$ cat src/rtl/pc_fetch_unit.sv
// pc_fetch_unit: PC register and request/ready instruction-fetch sequencer with stall and halt.
module pc_fetch_unit #(
    parameter logic [15:0] RESET_PC = 16'h0000
) (
    input  logic        clk,
    input  logic        rst_n,
    input  logic [15:0] PC_Next,
    input  logic        Stall,
    input  logic        Halt,
    input  logic        IMem_Ready,
    input  logic [15:0] IMem_Rdata,
    output logic [15:0] PC_Out,
    output logic [15:0] PC2_Out,
    output logic        IMem_Req,
    output logic [15:0] IMem_Addr,
    output logic [15:0] Inst_Out,
    output logic        Inst_Valid,
    output logic        Halted
);
    typedef enum logic [1:0] {BOOT, FETCH, EXEC, HALT} state_t;
    state_t state, next_state;
    always_ff @(posedge clk or negedge rst_n) begin
        if (!rst_n) begin
            state    <= BOOT;
            PC_Out   <= RESET_PC;
            Inst_Out <= 16'h0000;
        end else begin
            state <= next_state;
            if (state == FETCH && IMem_Ready)
                Inst_Out <= IMem_Rdata;
            // instructions are halfword-aligned, so an odd target is forced even
            if (state == EXEC && !Halt && !Stall)
                PC_Out <= {PC_Next[15:1], 1'b0};
        end
    end
    always_comb begin
        next_state = state;
        next_state = state == BOOT  ? FETCH :
                     state == FETCH ? (IMem_Ready ? EXEC : FETCH) :
                     state == EXEC  ? (Halt ? HALT : Stall ? EXEC : FETCH) :
                                      HALT;
    end
    // Inst_Valid is exactly "in EXEC": set by the ready edge, cleared by the edge leaving EXEC
    assign Inst_Valid = state == EXEC;
    assign Halted     = state == HALT;
    assign IMem_Req   = state == FETCH;
    assign IMem_Addr  = PC_Out;
    assign PC2_Out    = PC_Out + 16'd2;
endmodule

$ cat config.mk
export PLATFORM = sky130hd
export DESIGN_NAME = pc_fetch_unit
export DESIGN_NICKNAME = d
export VERILOG_FILES = /design/src/rtl/pc_fetch_unit.sv
export SDC_FILE = /design/constraint.sdc
export NUM_CORES = 1
export LEC_CHECK = 0
export CORE_ASPECT_RATIO = 0.8
export CORE_MARGIN = 5
export CORE_UTILIZATION = 55
export CTS_BUF_LIST = sky130_fd_sc_hd__clkbuf_8
export DETAILED_ROUTE_END_ITERATION = 8
export DONT_BUFFER_PORTS = 1
export GPL_TIMING_DRIVEN = 0
export PLACE_DENSITY_LB_ADDON = 0.12
export SLEW_MARGIN = 5
export SYNTH_ARGS = -nofsm -noshare
export SYNTH_HDL_FRONTEND = slang
export SYNTH_SLANG_ARGS = --single-unit
$ cat constraint.sdc
create_clock -name clk -period 3.4 [get_ports clk]
set_clock_uncertainty 0.1 [all_clocks]
set_input_delay 0.68 -clock clk [delete_from_list [all_inputs] [get_ports clk]]
set_output_delay 0.68 -clock clk [all_outputs]
set_load 0.05 [all_outputs]
==> parameters.txt <==
Parameter                              Value

Clock network
  CTS H-Tree Depth    2
  Clock input transition at the sequential cells of the worst setup and hold paths    roughly 70 ps
  Number of buffers added by the clock tree synthesis step    5
  Clock Sink Count    33
  CTS Root Buffer Type    sky130_fd_sc_hd__clkbuf_8
  Clock Path Buffers    2
  Clock tree from TritonCTS    built
  Worst skew pair latency    270 ps

Global route
  Initial antenna violation count    0
  Vias in the first global route    about 1100
  Total Routing Usage GR    16.4%
  Wire length of the first global-routing pass    roughly 5.3 mm
  Global route overflow    0
  Largest net degree at the start of global routing    34

Layout
  Leading cell types in the layout, fill and taps excluded    sky130_fd_sc_hd__dfrtp_1, sky130_fd_sc_hd__mux2_2, sky130_fd_sc_hd__buf_4, sky130_fd_sc_hd__nand3_1, sky130_fd_sc_hd__xnor2_2
  Layout-stage area growth over the synthesis result    13.0%
  Total number of nets in the final design    178
  Final core utilization    63.2%
  Leading cell type in the layout, fill and taps excluded    sky130_fd_sc_hd__dfrtp_1
  Layout cells sized above 1    52.5%
  Number of antenna repair diodes    0
  Number of fillers in the final layout    249

Logic synthesis
  Synth Area in Compound Gates    1.03%
  Xor and xnor fraction of the mapped netlist area    under 10%
  Cell area after synthesis    0.00170 mm^2
  Main combinational cell family by area after synthesis    multiplexers
  Mapped Cells    130
  Adder-cell share of the synthesized area    less than 1%
  Warning count from the yosys run    0
  Avg Synthesized Cell Area    13.1 um^2
  Number of storage elements in the synthesis netlist    33
  Commonest register cell after synthesis    sky130_fd_sc_hd__dfrtp_1
  Number of enable-type register cells in the synthesized netlist    0
  Mux contribution to synthesized area    a little over a fifth
  Sequential-to-total area share from yosys stat    48.6%
  Simple-gate share of the synthesized area    10.2%
  Async set or reset register ratio after synthesis    100%
  Count of distinct cell types in the synthesized netlist    27

Floorplanning
  Horiz. Die Dim    72.2 um
  Total Die Area    approximately 0.0043 mm^2
  Die extent in y    59.7 um
  Rows    18
  Starting utilization of the core area    a little under three fifths
  Placeable core area    0.00304 mm^2
  Number of I/O pins    104

STA
  Worst Tran Pin Value    between 1000 and 1500 ps
  Max frequency    between 300 and 400 MHz
  Setup repair after global routing missed its margin    false
  Final WS setup    151 ps
  Slew headroom    around a quarter
  Final setup viols    0
  Sum of negative setup slack    0 ps
  Final count of hold timing violations    0
  Post-layout min period    3250 ps
  Portion of the clock cycle consumed by the worst path in the final layout    95.6%
  Max-slew violation total from the final report    0

Route
  Count of unresolved DRC violations after routing    0
  Initial DRC Count    27
  Length of the first detailed-routing pass in iterations    4
  Routed vias/inst    roughly 5.6
  Number of routed nets with antenna violations    0
  Routed WL per cell    19.3 um
  Via count    1010
  Final routed wirelength across all metal layers    3.49 mm

Critical path
  Source of the worst register-to-register timing path    state[0]
  Highest net fanout along the worst path    6
  Element type at the critical path start    register
  Slowest-stage cell, CP    sky130_fd_sc_hd__xor2_1
  Arrival time reported for the critical path endpoint    between 2000 and 2500 ps
  Kind of end point of the critical path    output port
  Worst path cell trace    and3_1 -> and3_1 -> buf_4 -> xor2_1
  Data required time at the worst endpoint    2620 ps
  Crit path top cell by count    sky130_fd_sc_hd__and3_1
  Startpoint of the worst setup timing path    IMem_Addr[4]
  Worst Setup Path Type    register to output port
  Delay of the slowest cell on the worst path    approximately 800 ps

Power
  Leakage power total    just under 1 nW
  PD cells    727 mW/mm^2
  Overall power after layout    1.40 mW
  Worst voltage drop across the vdd grid    about 0.44 mV

Placed design
  HPWL after DPL    2.63 mm
  Final weighted congestion of routability-driven global placement    0.666
  Number of buffers added on ports    0
  Pre-CTS worst setup slack    216 ps

Worst hold path
  Worst min-delay path category    input pin to asynchronous set/reset pin

Flow run
  Reported max-cap violation count    0

Outcome
  Outcome    complete, no violations
[where the power goes]
| group | internal (mW) | switching, mW | leakage, nW |
|---|---|---|---|
| logic | 0.109 | 0.229 | 0.498 |
| registers | 0.457 | 0.331 | 0.413 |
| clock network | 0.139 | 0.132 | 0.0491 |
| total | 0.704 | 0.692 | 0.960 |
[worst max-delay path, delay by kind of cell (launching register included)]
family                    cells  cell delay [ps]
xor gates and xnor gates      1              800
buffers and inverters         1              150
DFF                           1              750
and+or+nand+nor               2              500
[state kept, by name (all words and copies together) (netlist names)]
name	flops
Inst_Out	16
IMem_Addr	15
state	2
[cells in the mapped netlist, types with 2 or more instances]
master / count / area [um^2]
sky130_fd_sc_hd__buf_4: 19 / 143
sky130_fd_sc_hd__xnor2_1: 11 / 96.3
sky130_fd_sc_hd__and3_1: 4 / 25.0
sky130_fd_sc_hd__dfrtp_1: 33 / 826
sky130_fd_sc_hd__nand2_1: 2 / 7.51
sky130_fd_sc_hd__xor2_1: 2 / 17.5
sky130_fd_sc_hd__buf_6: 2 / 22.5
sky130_fd_sc_hd__mux2_4: 7 / 105
sky130_fd_sc_hd__mux2_2: 23 / 259
sky130_fd_sc_hd__and2b_1: 2 / 15.0
sky130_fd_sc_hd__nand3_1: 9 / 45.0
[worst paths after layout]
kind                       cells after the start  slack, ps             to
setup / recovery                               4        150     PC2_Out[6]
hold / removal                                 1        120   Inst_Out[11]
setup reg to reg                               5       1750   IMem_Addr[7]
hold reg to reg                                2        470       state[1]
max in group asynchronous                      1       2900  IMem_Addr[10]
min in group clk                               1        410       state[0]
[cell type report]
| cell class | count | area [um^2] | area share, % |
|---|---|---|---|
| timing repair buffer | 1 | 20.0 | 1.04 |
| multi-input combinational | 76 | 753 | 39.2 |
| buffer | 22 | 185 | 9.64 |
| clock inverter | 3 | 13.8 | 0.717 |
| inverter | 1 | 3.75 | 0.195 |
| tap | 40 | 50.0 | 2.61 |
| sequential | 33 | 826 | 43.0 |
| clock buffer | 5 | 68.8 | 3.58 |
[per-layer routing]
layer	global-route usage (%)	wire [um]
met5	0	0
met4	6.70	39
met3	7.56	438
met2	25.3	1650
met1	20.1	1360
[repair_timing]
action | in CTS | in global routing
gates resized for setup | 7 | 1
endpoints found under the setup margin | 7 | 1
hold endpoints to repair | 33 | 0
gates cloned | 0 | 0
hold buffers | 1 | 0
buffers inserted | 0 | 0
[cell families (layout without fill, tap and decap cells)]
kind of cell	Yosys count	in the layout
flip-flops	33	33
multiplexers	30	30
AND/OR/NAND/NOR	26	26
buffers and inverters	23	32
XOR/XNOR	13	13
AO/OA/AOI/OAI	3	3
adder cells (fa/ha/maj)	1	1
other	1	3
[stage by stage]
step           cell area (um^2)  instances  hold slack (ps)
4_1_cts                    1910        181              125
6_report                   1920        181              124
3_5_place_dp               1760        172              285
2_1_floorplan              1710        132              284
3_3_place_gp               1760        172              285
5_1_grt                    1920        181              128
Note: power is estimated with default switching activity, not from simulation.
==> edit: new RTL, same settings <==
Re-encode `state_t` (4 states) as one-hot, 4 bits wide.
--- a/src/rtl/pc_fetch_unit.sv
+++ b/src/rtl/pc_fetch_unit.sv
@@ -18,5 +18,5 @@
     output logic        Halted
 );
-    typedef enum logic [1:0] {BOOT, FETCH, EXEC, HALT} state_t;
+    typedef enum logic [3:0] {BOOT = 4'b0001, FETCH = 4'b0010, EXEC = 4'b0100, HALT = 4'b1000} state_t;
     state_t state, next_state;
     always_ff @(posedge clk or negedge rst_n) begin
Function: no difference found for any inputs over 10 cycles, from zero or initial values and one cycle with rst_n low; not proved beyond that.
==> edit against the unedited design <==
- cell area is 8.5% higher
- sequential cell count up 2
- register-to-register slack lost 1300 ps
- worst hold slack got worse by 6.6 ps
- die area increased by 6.2%
- worst setup slack lost 65 ps
- synthesized area rose by 7.3%
- routed wire length rose by 11%
- critical path type unchanged
- critical endpoint is now PC2_Out[10]
Power is not compared: it rests on default switching activity, and its combinational part moved more than twofold at a synthesized area within 25%.
==> edit: results (changes against the unedited design) <==
Total GRT Usage 16.77% (+0.33 points); Inst Count DP 190 (+10%); Post-Route WL 3869 um (+11%); Logic pwr share 11.4%; top sig layer met4; Ant. Diodes 0 (unchanged); RePlAce Congestion 0.7834 (+18%); Peak VDD IR 0.0003154 V; root buf cell clkbuf_8; DR WL met3 536 um (+22%); drt pass-1 iters 4 (unchanged); Top reg by flops Inst_Out; clk pwr 0.374 mW; Area after DPL 0.001904 sq mm (+8.3%); largest net degree at the start of global routing 35 (+2.9%); switching share of total power 28.80%; post-synthesis sequential area ratio 48.08% (-0.49 points); CP Max Fanout 7 (+1); outcome completed; wire length per cell 19.44 um (+0.77%); Initial Util 58.27% (+2.3 points); Async SR Flop Fraction 100.0% (unchanged); top post-synthesis cells by count 34 x dfrtp_1, 22 x mux2_2, 19 x buf_4; clock transition at the registers of the reported paths 70 ps (about the same); DR vias 1129 (+12%); first-pass GRT wire length 5754 um (+8.4%); Setup-failing EPs final 0 (unchanged); M3 GR Usage 8.483% (+0.92 points); Layout Nets 196 (+10%); dominant cells by area after synthesis dfrtp_1 47%, mux2_2 14%, buf_4 7.8%; Clock Latency Late Sink 280 ps; Distinct cells, synth 30 (+11%); post-cts repair resize count 6 (-1); crit path DAT 2530 ps (+60 ps); met2 WL post-DR 1887 um (+14%); fraction of layout cells with a size suffix above 1 48.43% (-4.1 points); routing usage on met2 27.41% (+2.1 points); post-synth top area cell dfrtp_1; detailed placement HPWL 2981 um (+13%); number of global-route vias before repair 1162 (+9.9%); leak pwr 1.026 nW; Syn Inst Count 147 (+13%); Port Buffers 0 (unchanged); Metal-1 WL 1388 um (+1.8%); slew margin rel. 14.51% (-10 points); Post-CTS Setup Inserts 0 (unchanged); grt met1 use 19.23% (-0.87 points); initial drt markers 18 (-33%)
edit: cell types whose count changed after synthesis, sizes merged, moves of 2 or more:
cell	change
xnor2	-6
xor2	+6
and3	-5
inv	+5
nor3	+5
nand3	-4
nand4	+4
nor4	+4
and2b	-2
nand2	+2
nor2	+2
edit: critical path: stages, from the launching register on:
cell     delay (ps)
dfrtp_1         790
nand4_1         300
nor3_1          310
xor2_1          860
edit: stage by stage:
| stage | worst slack (ps) | total power, mW |
|---|---|---|
| 5_1_grt | 9.193 | 0.9807 |
| 6_report | 85.84 | 0.9464 |
| 3_5_place_dp | 3.626 | 0.5689 |
| 3_3_place_gp | 11.46 | 0.5676 |
| 2_1_floorplan | 288.9 | 0.5606 |
| 4_1_cts | 43.20 | 0.9543 |
edit: final timing paths:
check	from	end	slack [ps]	depth (start not counted)
min in group clk	IMem_Rdata[6]	Inst_Out[6]	450	1
max	IMem_Addr[7]	PC2_Out[10]	90	3
min reg2reg	state[3]	state[2]	490	1
max reg2reg	state[0]	Inst_Out[9]	470	5
min	rst_n	Inst_Out[15]	120	1
max in group asynchronous	rst_n	IMem_Addr[5]	2890	1
edit: area by class of cell:
cell class	count	area (sq um)
Fill cell	238	1047
Inverter	6	22.52
Clock buffer	5	68.82
Sequential cell	35	882.1
Tap cell	40	50.05
Clock inverter	3	47.55
Multi-Input combinational cell	86	803.3
Timing Repair Buffer	1	20.02
Buffer	23	188.9
edit: logic make-up (layout without fill, tap and decap cells):
logic type               after synthesis  in the layout  share of synthesized area (%)
adder cells (fa/ha/maj)                1              1                         0.6858
flip-flops                            35             35                          48.08
AND/OR/NAND/NOR                       32             32                          10.08
other                                  1              4                         0.2056
multiplexers                          32             32                          21.54
AO/OA/AOI/OAI                          4              4                          1.578
buffers and inverters                 29             38                          11.59
XOR/XNOR                              13             13                          6.241
